$ cat config.mk
export PLATFORM = sky130hd
export DESIGN_NAME = bn_multidigit_updown_counter
export DESIGN_NICKNAME = d
export VERILOG_FILES = /design/src/rtl/bn_multidigit_updown_counter.sv
export SDC_FILE = /design/constraint.sdc
export NUM_CORES = 1
export LEC_CHECK = 0
export ABC_AREA = 1
export CAP_MARGIN = 15
export CORE_ASPECT_RATIO = 0.8
export CORE_MARGIN = 2
export CORE_UTILIZATION = 30
export CTS_CLUSTER_DIAMETER = 40
export DETAILED_ROUTE_END_ITERATION = 6
export GPL_ROUTABILITY_DRIVEN = 0
export PLACE_DENSITY_LB_ADDON = 0.15
export SYNTH_ARGS = -nofsm -noshare
export SYNTH_HDL_FRONTEND = slang
export SYNTH_SLANG_ARGS = --single-unit
$ cat constraint.sdc
create_clock -name clock -period 4.3 [get_ports clock]
set_input_delay 0.86 -clock clock [delete_from_list [all_inputs] [get_ports clock]]
set_output_delay 0.86 -clock clock [all_outputs]
set_load 0.005 [all_outputs]
$ cat src/rtl/bn_multidigit_updown_counter.sv
// Multi-digit base-BASE up/down counter with ripple carry/borrow, parallel load and terminal count.
// Optional build macro BN_COUNTER_SATURATE_EN: saturate at the terminal count instead of wrapping.
module bn_multidigit_updown_counter #(
  parameter  int BASE   = 3,
  parameter  int DIGITS = 4,
  localparam int W      = (BASE < 3) ? 1 : $clog2(BASE)
) (
  input  logic                clock,
  input  logic                reset_,
  input  logic                ei,
  input  logic                up,
  input  logic                ld,
  input  logic [DIGITS*W-1:0] d,
  output logic [DIGITS*W-1:0] q,
  output logic                eu,
  output logic                ld_err
);

  localparam logic [W-1:0] MAXD   = W'(BASE - 1);
  localparam logic [W:0]   BASE_X = (W + 1)'(BASE);

  logic [DIGITS*W-1:0] r_q;
  logic                r_ld_err;

  logic [DIGITS*W-1:0] w_next_cnt;
  logic [DIGITS*W-1:0] w_next_ld;
  logic                w_ld_bad;
  logic                w_carry;
  logic [W-1:0]        w_dig;
  logic [W-1:0]        w_ddig;
  logic                w_dig_max;
  logic                w_dig_zero;

  // An out-of-range digit counts as BASE-1 going up and as 0 going down, so a step repairs it.
  always_comb begin
    w_next_cnt = r_q;
    w_next_ld  = '0;
    w_ld_bad   = 1'b0;
    w_carry    = ei;
    w_dig      = '0;
    w_ddig     = '0;
    w_dig_max  = 1'b0;
    w_dig_zero = 1'b0;
    for (int i = 0; i < DIGITS; i++) begin
      w_dig      = r_q[i*W +: W];
      w_dig_max  = (w_dig == MAXD) || ({1'b0, w_dig} >= BASE_X);
      w_dig_zero = (w_dig == '0)   || ({1'b0, w_dig} >= BASE_X);
      if (w_carry) begin
        if (up) w_next_cnt[i*W +: W] = w_dig_max  ? '0   : w_dig + 1'b1;
        else    w_next_cnt[i*W +: W] = w_dig_zero ? MAXD : w_dig - 1'b1;
      end
      w_carry = w_carry & (up ? w_dig_max : w_dig_zero);

      w_ddig = d[i*W +: W];
      if ({1'b0, w_ddig} < BASE_X) w_next_ld[i*W +: W] = w_ddig;
      else                         w_ld_bad = 1'b1;
    end
  end

  always_ff @(posedge clock) begin
    if (!reset_) begin
      r_q      <= '0;
      r_ld_err <= 1'b0;
    end else if (ld) begin
      r_q      <= w_next_ld;
      r_ld_err <= w_ld_bad;
    end else begin
      r_ld_err <= 1'b0;
`ifdef BN_COUNTER_SATURATE_EN
      if (ei && !w_carry) r_q <= w_next_cnt;
`else
      if (ei) r_q <= w_next_cnt;
`endif
    end
  end

  assign q      = r_q;
  assign eu     = w_carry;
  assign ld_err = r_ld_err;

endmodule
* Yosys cells after proc, flatten, opt, wreduce, memory -nomap -nowiden
Index checks and enable logic that the tools add are counted.
Storage, ports and cells: bits in read-only memories 0, memory bits (writable) 0, memories kept 0, input port bits 13, bits in latches 0, register bits 9
Operators by class: add/subtract/negate cells 8, multiplexer cells 29, multipliers 0, order comparisons 8, div/mod/pow operators 0, bitwise logic cells 4, reductions and logical operators 20, eq/ne operators 4, shift operators 0
Operator list (number):
- 2-bit two-way mux | 19
- 8-bit two-way mux | 2
- 2-bit by 1-bit adder with 2-bit output (second input constant) | 4
- 2-bit equality test (second input constant) | 4
- 2-bit >= comparator (second input constant) | 4
- 2-bit logical NOT | 4
- 1-bit logical OR | 8
- 2-bit < comparator (second input constant) | 4
- 1-bit two-way mux | 8
- 2-bit AND reduction | 4
- 2-bit nonzero test | 4
- 2-bit by 1-bit subtractor with 2-bit output (second input constant) | 4
- 1-bit AND | 4

* Depth between registers and ports, before layout
depth in word-level cells 9, gate-level depth with buffers 11, mapped depth without buffers 11

* Least setup slack after synthesis
Ideal clock, no wire load.
path type input -> output, start point input port up, end point output port eu, arrival time 1506 ps, cell stages on the path 4, data required time 3440 ps, setup slack 1934 ps, path through or2_2 nand2_1 nand2_1 a211oi_1
Between the ends: word-level cells in the longest chain between the ends 5, elaborated cells between the ends (all ways) 8, those cells by class 4 x mux; 4 x bitwise
RTL lines:
- start, declared | line 11 | input logic up,
- 1-bit two-way mux | line 52 | w_carry = w_carry & (up ? w_dig_max : w_dig_zero);
- 1-bit AND (3 in a row) | line 52
- 1-bit AND * | line 52
- end, declared | line 15 | output logic eu,
Every way passes the cells marked *; elsewhere a longest branch is shown, timed or not.

* Worst setup path in the final report
Ends and elaborated chain as after synthesis.

==> results.txt <==
* Register bit count reported by yosys: 9
- After detailed routing, the number of remaining DRC violations is 0.
- GRT Residual Overflow: 0
- The via count of the first global-routing pass was 733.
- In this run, distinct cell masters in the synthesized netlist total 22.
- Clock tree synthesis selected as its root buffer the cell clkbuf_4.
- The longest clock path from root to sink contains 2 buffers.
* Type of element capturing the critical path: primary output
* Setup clock skew after layout: 7.06 ps
* Switching portion of total power: 33.6%
* Final setup slack of the worst path: 527 ps
- The critical path runs through a total of 8 cells.
* I/O Buffers: 22
- Pre-CTS setup slack: 513 ps
- Run status: complete, no violations
* Final total negative setup slack: 0 ps
- Antenna diode count: 0
- Net switching power figure: 0.0000871 W
* Post-Syn Instances: 120
- Cell internal power dissipation: 0.000173 W
- Yosys warning count: 0
- Fraction of power consumed by sequential logic: 38.4%
* Mean number of vias per cell: 4.60
- After the last flow step, the layout net total stands at 173.
- Initial DRC Count: 19
* Worst-case reg-to-reg path depth: 9
* Number of buffers added by the clock tree synthesis step: 3
- Row Count: 17
- Across the VDD grid, the largest voltage drop is 0.121 mV.
- STA classifies the critical path startpoint as a primary input.
- The worst setup path is of the in -> out kind.
- The die is 51 um tall.
* Slowest CP cell: clkdlybuf4s50_1
* Detailed-router iteration count before antenna repair: 4
- Count of vias placed by the detailed router: 833
* Mean instance size in the synthesized netlist: 6.90 um2
- In this run the worst path has a maximum fanout of 16.
- HP Class: reg -> reg
* Count of boundary I/O pins: 23
- After clock tree synthesis, the clock-pin slew on the worst setup and hold paths is 70 ps.
* Placeable core region: 0.00270 mm2
* Hold Path Depth: 2
* Post-CTS Setup Repair Bufs: 0
- Slowest Stage Delay on Critical Path: 760 ps
- The max-slew violation total from the final report is 0.
* Post-cts repair resize count: 0
- The number of hold violations in the final report was 0.
- Global routing used 12.8% of the available tracks.
- Largest net degree at the start of global routing: 17
- From synthesis to final layout, the design area changed by 33.1%.
- FMAX: 265 MHz
* Proportion of layout cells with a drive suffix above 1: 6.99%
- Setup repair after global routing missed its margin: no
- The wire-length estimate of the detail-placed layout is 1.45 mm.
* Placed cell areas: 0.00108 mm2
- Largest cells by area after synthesis: ha_1 (24%), dfxtp_1 (22%), nand2_1 (9.1%), o21ai_0 (9.1%), inv_1 (6.8%)
- Combinational logic burns 35.0% of the power.
- Post-route design area: 0.00110 mm2
* Static Leak: 0.489 nW
- For this run, the register share of the synthesized area comes to 21.8%.
- The final layout contains routed wiring with a total length of 1.91 mm.
- Detail Route Antenna Nets: 0
* CP Buf/Inv Count: 3
* DR WL/cell: 10.5 um
- Final cycle utilization of the critical path: 87.7%
- Among cell families on the critical path, the largest total delay comes from buffers and inverters.
- The biggest area contributor in the post-synthesis netlist is ha_1.
- Syn nets: 149
- Tightest Pin Transition: 477 ps
- Wire segments on met2 add up to 890 um in the final route.
- Clock latency reported for the late side of the worst-skew pair: 270 ps
- The detailed router used layers up to and including met4.
- Headroom to the max-slew limit came out at 68.1%.
* Proportion of netlist area held by the largest area contributor: 24.2%
- Final core utilization: 40.8%
- The cell area that synthesis handed to floorplanning was 828 um2.
- The smallest clock period supported by the final layout is computed as 3770 ps.
* Htree depth: 1
* Die ar.: 0.00320 mm2
- M1 WL: 904 um
- Critical Path RT: 3440 ps
- Walking the worst path, the cells encountered are clkdlybuf4s50_1 > inv_2 > nand2_1 > nand3_2 > nor2_1 > nand2_1 > a211oi_1 > clkdlybuf4s50_1.
- Wire segments on met3 add up to 97 um in the final route.
* Clock network power share: 26.6%
* # hold bufs at CTS: 0
- The first global-routing pass estimated 3.11 mm of wire.
- TritonCTS clock tree: yes
- Setup violations remaining at the end of the flow were counted as 0.
* Max-capacitance violation count: 0
- The initial antenna violation count is 0.
- Starting density of the core: 30.7%
* Critical Path AT: 2910 ps
- Clock tree sinks: 9
* Power per Cell Area: 236 mW/mm2
* Width of the die: 62.7 um
-- layout make-up --
| type | count | area (um2) |
|---|---|---|
| Sequential cell | 9 | 180 |
| Inverter | 17 | 63.8 |
| Clock buffer | 4 | 26.3 |
| Tap cell | 38 | 47.5 |
| Fill cell | 294 | 1600 |
| Multi-Input combinational cell | 91 | 564 |
| Timing Repair Buffer | 22 | 220 |
-- power groups by stage --
stage,clock (W),sequential [W],combinational (W)
finish,0.0000691,0.0000997,0.0000909
CTS,0.0000725,0.0000997,0.0000915
detailed placement,0,0.000102,0.0000898
global placement,0,0.000101,0.0000910
global route,0.0000772,0.000101,0.000103
floorplan,0,0.000101,0.0000518
-- path summary, 6_finish.rpt --
check	slack, ps	from	to
max	530	up	eu
min	540	q[6]	q[6]
max reg2reg	2720	q[4]	q[6]
min reg2reg	540	q[6]	q[6]
-- state kept, by name, summed over array words and instances (netlist names) --
name	cells
ld_err	1
q	8
-- metal layers --
metal  vias to the layer above  GRT usage, %
li1                        441             -
met1                       370          14.8
met2                        20          21.7
met3                         2          4.85
met4                         0          4.44
met5                         -             0
-- Yosys cell counts --
library cell / number
a31oi_1: 3
a21oi_1: 7
nand2_1: 20
o21ai_0: 15
o32ai_1: 1
a21oi_2: 1
dfxtp_1: 9
nor2_1: 13
or2_2: 2
a211oi_1: 2
inv_1: 15
ha_1: 16
nand2_2: 1
nand3_1: 3
buf_4: 2
o21a_1: 1
buf_2: 1
nor3_1: 2
o21ai_1: 2
nand3_2: 1
o31ai_1: 1
inv_2: 2
-- stage by stage --
stage	total power, W	hold WS (ps)	std cells
finish	0.000260	542	181
CTS	0.000264	546	181
global route	0.000282	593	181
detailed placement	0.000191	538	177
floorplan	0.000153	523	120
global placement	0.000192	533	177
-- layout by cell type (no fill, tap or decap) --
cell type        Yosys  layout
a211oi_1             2       2
a21oi_1              7       7
a21oi_2              1       1
a31oi_1              3       3
clkbuf_1             0       1
clkbuf_4             0       3
clkdlybuf4s50_1      0      22
dfxtp_1              9       9
ha_1                16      16
inv_1               15      15
inv_2                2       2
nand2_1             20      20
nand2_2              1       1
nand3_1              3       3
nand3_2              1       1
nor2_1              13      13
nor3_1               2       2
o21a_1               1       1
o21ai_0             15      15
o21ai_1              2       2
o31ai_1              1       1
o32ai_1              1       1
or2_2                2       2
-- tightest hold or removal path: stages, from the launching register on --
cell,delay (ps)
dfxtp_1,350
nor2_1,110
nor2_1,50
-- cell families after synthesis --
| group | share of synthesized area, % |
|---|---|
| AOI/OAI and AO/OA | 22.5 |
| and+or+nand+nor | 21.5 |
| DFF | 21.8 |
| buffers and inverters | 10.1 |
| adders and majority gates | 24.2 |
Power figures use the tool's default switching activity.
